==> src/rtl/mem_arbiter_if.sv <==
// Bus bundle between the pipeline requesters (IF, MEM), the unified RAM and the arbiter.
// The slave modport is the arbiter's view; the master modport is the requester/RAM side.
interface mem_arbiter_if #(
    parameter int ADDR_W = 32,
    parameter int DATA_W = 32
);
    logic              if_req;
    logic [ADDR_W-1:0] if_addr;
    logic [DATA_W-1:0] if_rdata;
    logic              if_ack;

    logic              mem_req;
    logic              mem_we;
    logic [3:0]        mem_sel;
    logic [ADDR_W-1:0] mem_addr;
    logic [DATA_W-1:0] mem_wdata;
    logic [DATA_W-1:0] mem_rdata;
    logic              mem_ack;

    logic              ram_ce;
    logic              ram_we;
    logic [3:0]        ram_sel;
    logic [ADDR_W-1:0] ram_addr;
    logic [DATA_W-1:0] ram_wdata;
    logic [DATA_W-1:0] ram_rdata;

    logic              stall_req;

    modport slave (
        input  if_req, if_addr, mem_req, mem_we, mem_sel, mem_addr, mem_wdata, ram_rdata,
        output if_rdata, if_ack, mem_rdata, mem_ack,
               ram_ce, ram_we, ram_sel, ram_addr, ram_wdata, stall_req
    );

    modport master (
        output if_req, if_addr, mem_req, mem_we, mem_sel, mem_addr, mem_wdata, ram_rdata,
        input  if_rdata, if_ack, mem_rdata, mem_ack,
               ram_ce, ram_we, ram_sel, ram_addr, ram_wdata, stall_req
    );
endinterface

==> src/rtl/mem_arbiter.sv <==
// Shares the single-ported unified RAM between instruction fetch and load/store, one
// access at a time through a fixed-latency RAM, with one-cycle acks and a pipeline stall.
module mem_arbiter #(
    parameter int ADDR_W        = 32,
    parameter int DATA_W        = 32,
    parameter int RAM_LAT       = 2,
    parameter int IF_STARVE_MAX = 4
) (
    input  logic          clk,
    input  logic          rst_n,
    mem_arbiter_if.slave  bus
);
    localparam logic [1:0] ST_IDLE  = 2'd0;
    localparam logic [1:0] ST_ISSUE = 2'd1;
    localparam logic [1:0] ST_WAIT  = 2'd2;
    localparam logic [1:0] ST_RESP  = 2'd3;

    localparam logic       OWNER_IF   = 1'b0;
    localparam logic       OWNER_MEM  = 1'b1;
    localparam logic [3:0] WAIT_LOAD  = 4'(RAM_LAT - 1);
    localparam logic [3:0] STARVE_MAX = 4'(IF_STARVE_MAX);

    logic [1:0]        state_q,     state_d;
    logic              owner_q,     owner_d;
    logic [3:0]        starve_q,    starve_d;
    logic [3:0]        wait_q,      wait_d;
    logic              ram_ce_q,    ram_ce_d;
    logic              ram_we_q,    ram_we_d;
    logic [3:0]        ram_sel_q,   ram_sel_d;
    logic [ADDR_W-1:0] ram_addr_q,  ram_addr_d;
    logic [DATA_W-1:0] ram_wdata_q, ram_wdata_d;
    logic              if_ack_q,    if_ack_d;
    logic              mem_ack_q,   mem_ack_d;
    logic [DATA_W-1:0] if_rdata_q,  if_rdata_d;
    logic [DATA_W-1:0] mem_rdata_q, mem_rdata_d;
    logic              grant_if;

    // IF wins when MEM is idle, or when it has already lost IF_STARVE_MAX times in a row.
    assign grant_if = bus.if_req & (~bus.mem_req | (starve_q == STARVE_MAX));

    always_comb begin
        // NOTE: every signal gets a default before the case so no path leaves it unassigned (no latches).
        state_d     = state_q;
        owner_d     = owner_q;
        starve_d    = starve_q;
        wait_d      = wait_q;
        ram_ce_d    = 1'b0;
        ram_we_d    = 1'b0;
        ram_sel_d   = ram_sel_q;
        ram_addr_d  = ram_addr_q;
        ram_wdata_d = ram_wdata_q;
        if_ack_d    = 1'b0;
        mem_ack_d   = 1'b0;
        if_rdata_d  = if_rdata_q;
        mem_rdata_d = mem_rdata_q;

        case (state_q)
            ST_IDLE: begin
                if (!bus.if_req) starve_d = '0;
                if (bus.if_req || bus.mem_req) begin
                    state_d  = ST_ISSUE;
                    ram_ce_d = 1'b1;
                    if (grant_if) begin
                        owner_d    = OWNER_IF;
                        starve_d   = '0;
                        ram_sel_d  = 4'hF;
                        ram_addr_d = bus.if_addr;
                    end else begin
                        owner_d     = OWNER_MEM;
                        ram_we_d    = bus.mem_we;
                        ram_sel_d   = bus.mem_sel;
                        ram_addr_d  = bus.mem_addr;
                        ram_wdata_d = bus.mem_wdata;
                        if (bus.if_req && starve_q != STARVE_MAX) starve_d = starve_q + 4'd1;
                    end
                end
            end
            ST_ISSUE: begin
                wait_d  = WAIT_LOAD;
                state_d = ST_WAIT;
            end
            ST_WAIT: begin
                if (wait_q == '0) begin
                    state_d = ST_RESP;
                    if (owner_q == OWNER_MEM) begin
                        mem_rdata_d = bus.ram_rdata;
                        mem_ack_d   = 1'b1;
                    end else begin
                        if_rdata_d = bus.ram_rdata;
                        if_ack_d   = 1'b1;
                    end
                end else begin
                    wait_d = wait_q - 4'd1;
                end
            end
            default: state_d = ST_IDLE;
        endcase
    end

    always_ff @(posedge clk or negedge rst_n) begin
        // NOTE: non-blocking assignments so every register samples the pre-edge values.
        if (!rst_n) begin
            state_q     <= ST_IDLE;
            owner_q     <= OWNER_IF;
            starve_q    <= '0;
            wait_q      <= '0;
            ram_ce_q    <= 1'b0;
            ram_we_q    <= 1'b0;
            ram_sel_q   <= '0;
            ram_addr_q  <= '0;
            ram_wdata_q <= '0;
            if_ack_q    <= 1'b0;
            mem_ack_q   <= 1'b0;
            if_rdata_q  <= '0;
            mem_rdata_q <= '0;
        end else begin
            state_q     <= state_d;
            owner_q     <= owner_d;
            starve_q    <= starve_d;
            wait_q      <= wait_d;
            ram_ce_q    <= ram_ce_d;
            ram_we_q    <= ram_we_d;
            ram_sel_q   <= ram_sel_d;
            ram_addr_q  <= ram_addr_d;
            ram_wdata_q <= ram_wdata_d;
            if_ack_q    <= if_ack_d;
            mem_ack_q   <= mem_ack_d;
            if_rdata_q  <= if_rdata_d;
            mem_rdata_q <= mem_rdata_d;
        end
    end

    assign bus.ram_ce    = ram_ce_q;
    assign bus.ram_we    = ram_we_q;
    assign bus.ram_sel   = ram_sel_q;
    assign bus.ram_addr  = ram_addr_q;
    assign bus.ram_wdata = ram_wdata_q;
    assign bus.if_ack    = if_ack_q;
    assign bus.mem_ack   = mem_ack_q;
    assign bus.if_rdata  = if_rdata_q;
    assign bus.mem_rdata = mem_rdata_q;
    assign bus.stall_req = (bus.if_req & ~if_ack_q) | (bus.mem_req & ~mem_ack_q);
endmodule

==> src/flat_wrapper.sv <==
// flat-port wrapper written by rule: the top's interface ports become plain ports
module mem_arbiter_flat 
#(
    parameter int ADDR_W        = 32,
    parameter int DATA_W        = 32,
    parameter int RAM_LAT       = 2,
    parameter int IF_STARVE_MAX = 4
)
  (clk, rst_n, bus_if_req, bus_if_addr, bus_mem_req, bus_mem_we, bus_mem_sel, bus_mem_addr, bus_mem_wdata, bus_ram_rdata, bus_if_rdata, bus_if_ack, bus_mem_rdata, bus_mem_ack, bus_ram_ce, bus_ram_we, bus_ram_sel, bus_ram_addr, bus_ram_wdata, bus_stall_req);
  mem_arbiter_if #(.ADDR_W(ADDR_W), .DATA_W(DATA_W)) bus_i ();
  input  logic clk;
  input  logic rst_n;
  input wire logic [$bits(bus_i.if_req)-1:0] bus_if_req;
  input wire logic [$bits(bus_i.if_addr)-1:0] bus_if_addr;
  input wire logic [$bits(bus_i.mem_req)-1:0] bus_mem_req;
  input wire logic [$bits(bus_i.mem_we)-1:0] bus_mem_we;
  input wire logic [$bits(bus_i.mem_sel)-1:0] bus_mem_sel;
  input wire logic [$bits(bus_i.mem_addr)-1:0] bus_mem_addr;
  input wire logic [$bits(bus_i.mem_wdata)-1:0] bus_mem_wdata;
  input wire logic [$bits(bus_i.ram_rdata)-1:0] bus_ram_rdata;
  output wire logic [$bits(bus_i.if_rdata)-1:0] bus_if_rdata;
  output wire logic [$bits(bus_i.if_ack)-1:0] bus_if_ack;
  output wire logic [$bits(bus_i.mem_rdata)-1:0] bus_mem_rdata;
  output wire logic [$bits(bus_i.mem_ack)-1:0] bus_mem_ack;
  output wire logic [$bits(bus_i.ram_ce)-1:0] bus_ram_ce;
  output wire logic [$bits(bus_i.ram_we)-1:0] bus_ram_we;
  output wire logic [$bits(bus_i.ram_sel)-1:0] bus_ram_sel;
  output wire logic [$bits(bus_i.ram_addr)-1:0] bus_ram_addr;
  output wire logic [$bits(bus_i.ram_wdata)-1:0] bus_ram_wdata;
  output wire logic [$bits(bus_i.stall_req)-1:0] bus_stall_req;
  assign bus_i.if_req = bus_if_req;
  assign bus_i.if_addr = bus_if_addr;
  assign bus_i.mem_req = bus_mem_req;
  assign bus_i.mem_we = bus_mem_we;
  assign bus_i.mem_sel = bus_mem_sel;
  assign bus_i.mem_addr = bus_mem_addr;
  assign bus_i.mem_wdata = bus_mem_wdata;
  assign bus_i.ram_rdata = bus_ram_rdata;
  assign bus_if_rdata = bus_i.if_rdata;
  assign bus_if_ack = bus_i.if_ack;
  assign bus_mem_rdata = bus_i.mem_rdata;
  assign bus_mem_ack = bus_i.mem_ack;
  assign bus_ram_ce = bus_i.ram_ce;
  assign bus_ram_we = bus_i.ram_we;
  assign bus_ram_sel = bus_i.ram_sel;
  assign bus_ram_addr = bus_i.ram_addr;
  assign bus_ram_wdata = bus_i.ram_wdata;
  assign bus_stall_req = bus_i.stall_req;
  mem_arbiter #(.ADDR_W(ADDR_W), .DATA_W(DATA_W), .RAM_LAT(RAM_LAT), .IF_STARVE_MAX(IF_STARVE_MAX)) u_core (.clk(clk), .rst_n(rst_n), .bus(bus_i));
endmodule
==> config.mk <==
export PLATFORM = sky130hd
export DESIGN_NAME = mem_arbiter_flat
export DESIGN_NICKNAME = d
export VERILOG_FILES = /design/src/rtl/mem_arbiter_if.sv /design/src/rtl/mem_arbiter.sv /design/src/flat_wrapper.sv
export SDC_FILE = /design/constraint.sdc
export NUM_CORES = 1
export LEC_CHECK = 0
export BUFFER_PORTS_ARGS = -buffer_cell sky130_fd_sc_hd__buf_2
export CAP_MARGIN = 10
export CORE_MARGIN = 1.5
export CORE_UTILIZATION = 50
export DETAILED_ROUTE_END_ITERATION = 10
export PLACE_DENSITY = 0.95
export SLEW_MARGIN = 15
export SYNTH_ARGS = -nofsm -noshare
export SYNTH_HDL_FRONTEND = slang
export SYNTH_SLANG_ARGS = --single-unit
==> constraint.sdc <==
create_clock -name clk -period 4.2 [get_ports clk]
set_input_delay 0.84 -clock clk [delete_from_list [all_inputs] [get_ports clk]]
set_output_delay 0.84 -clock clk [all_outputs]
set_load 0.1 [all_outputs]
# --- After elaboration in Yosys (flattened, before gate mapping) ---
# Cells that the tools add are included.
classes:
  addsub: 2
  mul: 0
  n_div: 0
  n_lt_le_gt_ge: 0
  n_eq_ne: 7
  shifts: 0
  muxes: 23
  bitwise_logic: 10
  reduce_logical: 11
op_table:
  columns: ["op", "count"]
  rows:
  - ["32-bit two-way mux", 1]
  - ["4-bit two-way mux", 6]
  - ["1-bit two-way mux", 12]
  - ["3-bit AND reduction", 3]
  - ["4-bit case mux with 2 select lines", 1]
  - ["2-bit case mux with 3 select lines", 1]
  - ["2-bit AND reduction", 3]
  - ["1-bit NOT", 5]
  - ["4-bit by 1-bit adder with 4-bit output, second input constant", 1]
  - ["4-bit by 3-bit == test with 1-bit output, second input constant", 1]
  - ["4-bit zero test", 1]
  - ["2-bit two-way mux", 2]
  - ["2-bit by 1-bit inequality test with 1-bit output, second input constant", 2]
  - ["4-bit by 3-bit inequality test with 1-bit output, second input constant", 1]
  - ["4-bit by 1-bit subtractor with 4-bit output, second input constant", 1]
  - ["1-bit bitwise AND", 3]
  - ["2-bit by 1-bit == test with 1-bit output, second input constant", 1]
  - ["2-bit == test, second input constant", 1]
  - ["2-bit zero test", 1]
  - ["2-bit inequality test, second input constant", 1]
  - ["1-bit bitwise OR", 2]
  - ["2-bit nonzero test", 1]
  - ["1-bit logical AND", 1]
  - ["1-bit logical OR", 1]
word_totals:
  register_bits: 147
  latchBits: 0
  ramBits: 0
  rom_bits: 0
  inputBits: 137
  output_inout_bits: 137
  wordCells: 66
  n_memories: 0

# --- Depth between registers and ports, before layout ---
logic_depth:
  word_depth: 6
  mapped_depth: 8

# --- Worst setup path before layout ---
# OpenSTA, ideal clock, no wires.
synth_path:
  path_kind: "input -> output"
  start: "in bus_mem_req"
  end: "out bus_stall_req"
  arrival_time_ns: 2.538
  setup_slack_ns: 0.822
  cell_stages: 3
  n_path_buf: 1
  cell_sequence: "buf_2 > inv_1 > o22ai_1"
synth_between:
  elab_chain_cells: 2
synth_rtl:
  columns: ["element", "line", "source"]
  rows:
  - ["start: declaration", "flat_wrapper.sv:15", "input wire logic [$bits(bus_i.mem_req)-1:0] bus_mem_req;"]
  - ["1-bit bitwise AND", "mem_arbiter.sv:142", "assign bus.stall_req = (bus.if_req & ~if_ack_q) | (bus.mem_req & ~mem_ack_q);"]
  - ["1-bit bitwise OR", "mem_arbiter.sv:142", null]
  - ["end: declaration", "flat_wrapper.sv:30", "output wire logic [$bits(bus_i.stall_req)-1:0] bus_stall_req;"]
# No other way between the ends.

# --- Worst setup path after layout ---
layout_path:
  start: "in bus_if_req"
  end: "out bus_stall_req"
layout_between:
  elab_chain_cells: 2
layout_rtl:
  columns: ["element", "line", "source"]
  rows:
  - ["start: declaration", "flat_wrapper.sv:13", "input wire logic [$bits(bus_i.if_req)-1:0] bus_if_req;"]
  - ["1-bit bitwise AND", "mem_arbiter.sv:142", null]
  - ["1-bit bitwise OR", "mem_arbiter.sv:142", null]
# No other way between the ends.

==> results <==
- In this run the count of I/O pins placed on the die edge is 274.
- The number of max-slew violations in the final report was 0.
- The worst-margin pin slew is just under 0.7 ns.
- STA classifies the critical path startpoint as an input port.
- The number of rows created at floorplan is 40.
- Of the total synthesized cell area, the portion taken by full adders, half adders and majority gates is 0.0144.
- For this run, the post-layout net count is 886.
- Synthesis inferred between 100 and 150 register bits.
- The combined flip-flop and latch cell area is 3680 µm².
- The worst-case clock skew is 0.00440 ns.
- The simple-gate portion of the synthesized area is 0.103.
- Including well taps, the total number of placed cells is 870.
- The number of global-route vias before repair is roughly 5000.
- The number of distinct standard cells referenced by the synthesized netlist is 41.
- The leading area contributor after synthesis is sky130_fd_sc_hd__dfrtp_1.
- Clock-pin slew was measured on the worst setup and hold paths at 0.06 ns.
- The reg-to-reg setup timing slack is around 2 ns.
- The initial standard-cell utilization of the core is 0.509.
- For the worst setup path, the data required time is between 3 and 4 ns.
- The initial antenna violation count came to 0.
- Walking the worst path, the cells encountered are buf_2, inv_1, o22ai_1, buf_2.
- At the end of routability-driven placement, the weighted congestion stood at 0.763.
- The via-per-instance ratio is 5.43.
- 0 antenna diodes ended up in the layout.
- The chip height is 113 µm.
- Subtracting the final worst setup slack from the clock period gives 2.53 ns.
- The post-synthesis sequential area ratio is 0.606.
- Setup repair after global routing left no endpoint under its margin.
- Max-cap violations in this run came to 0.
- The post-synthesis share of cell area spent on xor and xnor gates is 0.
- The dominant combinational cell family by area after synthesis is multiplexers.
- The reg-to-reg critical path startpoint is u_core.wait_q[0].
- A synthesized cell averages approximately 13 µm².
- The routed length per placed instance is around 17 µm.
- The post-cts sizing count is 0.
- For this run, the number of standard cells in the final layout without fillers is 902.
- The first global-routing pass estimated 24300 µm of wire.
- For the worst setup path, the data arrival time is 1.69 ns.
- In this run the worst path has a maximum fanout of 6.
- The DRC violation count after routing is 0.
- The cell family contributing the most delay on the critical path is buffers and inverters.
- The root cell of the clock tree is sky130_fd_sc_hd__clkbuf_16.
- The compound-gate portion of the synthesized area is 0.0606.
- The highest clock frequency the design can meet is 0.395 GHz.
- The share of the clock period used by the worst path is 0.603.
- Once layout is complete, the utilization of the core stands at 0.675.
- Once detailed placement completed, the half-perimeter wirelength came to 11000 µm.
- The highest cell delay on the worst timing path is 0.45 ns.
- On the critical path, the stage with the largest delay is an instance of sky130_fd_sc_hd__buf_2.
- The clock latency on the worst-skew pair is 0.40 ns.
- The proportion of layout cells with a drive suffix above 1 is 0.542.
- The number of buffers and inverters on the critical path is 3.
- Relative to the synthesized area, the layout overhead comes to 32.6%.
- The final worst setup slack is 1.67 ns.
- The worst slew margin relative to its limit is 0.546.
- The cts-stage hold buffer count is 0.
- Measured along the x axis, the die boundary spans ~110 µm.
- Entering global routing, the biggest net connects 77 pins.
- The multi-input gate area in the final layout is 2200 µm².
- During synthesis, Yosys emitted a total of 0 warnings.
- The layout filler cell count is 857.
- The synthesized netlist occupies a cell area of 6070 µm².
- In this run the remaining antenna-violating nets after routing total 0.
- The maximum level of the CTS H-tree is 4.
- The total via count after detailed routing is between 4000 and 5000.
- Prior to clock tree synthesis, the placed netlist has a worst setup slack of around 1.7 ns.
- The count of endpoints failing hold in the final timing report came to 0.
- The run finished with clean final reports.
- The die outline area is 12800 µm².
- The quantity of I/O buffers inserted on ports is 273.
- The synthesized instance count is 474.
- The tree built by TritonCTS fans out to 147 sinks.
- Buffers inserted during clock tree synthesis total 17.
- The floorplan step defined a core boundary enclosing 11900 µm².
- The number of failing setup endpoints in the final timing report is 0.
- The post-CTS setup repair buffer count is 0.
- The number of design-rule violations left by the first detailed-router iteration is 276.
- The number of nets in the synthesized netlist is 618.
- The worst register-to-register path ends at u_core.bus.if_rdata[8].
- The total overflow reported by the global router is 0.
- The total global routing track utilization is 0.244.
- The top cell type's share of synthesized area is 0.606.
- Yosys attributes the largest share of cell area to sky130_fd_sc_hd__dfrtp_1 61%, sky130_fd_sc_hd__mux2_2 18%, sky130_fd_sc_hd__nand2_1 4.3%.
- The number of cells on the worst reg-to-reg path is 6.
- Wires add up to around 15000 µm.
- The sum of negative setup slack is 0 ns.
- The most frequent cell on the critical path is sky130_fd_sc_hd__buf_2.
- The CTS tree is done.
- The worst setup path is captured at an output port.
- The buffer levels on the longest clock path is 2.
- The kind of critical path is in -> out.
- The number of detailed-routing iterations run before antenna repair is 4.
- The path class of the tightest hold or removal check is in -> async.
- The portion of synthesized area spent on multiplexers is 0.183.
cells in the mapped netlist, drive strengths merged:
master and instances:
dfrtp 147, mux2 97, nand2 69, nand4 33
o211ai 32, clkbuf 19, buf 14, inv 10
nor2 9, ha 7, a21oi 6, a21o 2
mux2i 2, nand2b 2, nand3 2, nor3b 2
o21ai 2, or3b 2, a211oi 1, a32oi 1
and2 1, and3 1, and3b 1, nand4b 1
nor2b 1, nor3 1, o21bai 1, o22a 1
o22ai 1, o2bb2ai 1, o311ai 1, o31ai 1
o32ai 1, or3 1, or4b 1
through the flow:
step / hold WS [ns] / cell area, µm²
2_1_floorplan: 0.461 / 6070
6_report: 0.441 / 8040
5_1_grt: 0.480 / 8040
3_3_place_gp: 0.482 / 7550
4_1_cts: 0.456 / 8040
3_5_place_dp: 0.488 / 7550
state kept, by name, indices dropped and copies added (netlist names):
name,count
u_core.bus.if_rdata,32
u_core.bus.mem_rdata,32
u_core.bus.ram_addr,32
u_core.bus.ram_wdata,32
u_core.bus.ram_sel,4
u_core.starve_q,4
u_core.wait_q,4
u_core.state_q,2
u_core.bus.if_ack,1
u_core.bus.mem_ack,1
u_core.bus.ram_ce,1
u_core.bus.ram_we,1
u_core.owner_q,1
cell usage in the layout, fill, tap and decap left out, types with 2 or more instances in the layout:
| master | synthesis | final |
|---|---|---|
| sky130_fd_sc_hd__o21ai_2 | 0 | 2 |
| sky130_fd_sc_hd__a21o_1 | 2 | 2 |
| sky130_fd_sc_hd__inv_1 | 9 | 9 |
| sky130_fd_sc_hd__o211ai_1 | 32 | 32 |
| sky130_fd_sc_hd__clkbuf_16 | 0 | 17 |
| sky130_fd_sc_hd__dfrtp_1 | 147 | 147 |
| sky130_fd_sc_hd__clkbuf_1 | 19 | 8 |
| sky130_fd_sc_hd__mux2i_1 | 2 | 2 |
| sky130_fd_sc_hd__buf_2 | 10 | 272 |
| sky130_fd_sc_hd__mux2_2 | 97 | 97 |
| sky130_fd_sc_hd__nand2_1 | 69 | 69 |
| sky130_fd_sc_hd__nand2b_1 | 2 | 2 |
| sky130_fd_sc_hd__a21oi_1 | 6 | 6 |
| sky130_fd_sc_hd__nor2_1 | 9 | 9 |
| sky130_fd_sc_hd__ha_1 | 7 | 7 |
| sky130_fd_sc_hd__nand3_1 | 2 | 2 |
| sky130_fd_sc_hd__nand4_1 | 33 | 33 |
| sky130_fd_sc_hd__buf_4 | 0 | 8 |
| sky130_fd_sc_hd__clkinv_2 | 0 | 7 |
logic make-up (layout without fill, tap and decap cells):
logic type,count (synthesis),count (layout)
DFF,147,147
and+or+nand+nor,127,127
muxes,99,99
AOI/OAI and AO/OA,51,51
buffers and inverters,43,324
adders and majority gates,7,7
worst max path at each step:
stage                      startpoint  depth (start not counted)             to
after global placement     bus_if_req                          4  bus_stall_req
after floorplan           bus_mem_req                          3  bus_stall_req
after CTS                  bus_if_req                          4  bus_stall_req
final                      bus_if_req                          4  bus_stall_req
after global routing       bus_if_req                          4  bus_stall_req
after detailed placement   bus_if_req                          4  bus_stall_req
routing by layer:
metal,vias to the layer above,part of all wire,track usage
met1,2410,0.37,0.277
met2,226,0.53,0.425
li1,2232,-,-
met5,-,0,0
met4,0,0.025,0.103
met3,30,0.080,0.0793
area by class of cell:
| class | instances | share of cell area |
|---|---|---|
| Tap cell | 147 | 0.0229 |
| Multi-Input combinational cell | 284 | 0.274 |
| Clock buffer | 25 | 0.0566 |
| Clock inverter | 7 | 0.00436 |
| Timing Repair Buffer | 282 | 0.181 |
| Sequential cell | 147 | 0.457 |
| Inverter | 10 | 0.00467 |
Power is left out: the tool's default activity adds up to more than one toggle a clock period on the data nets, which glitch-free logic cannot reach.
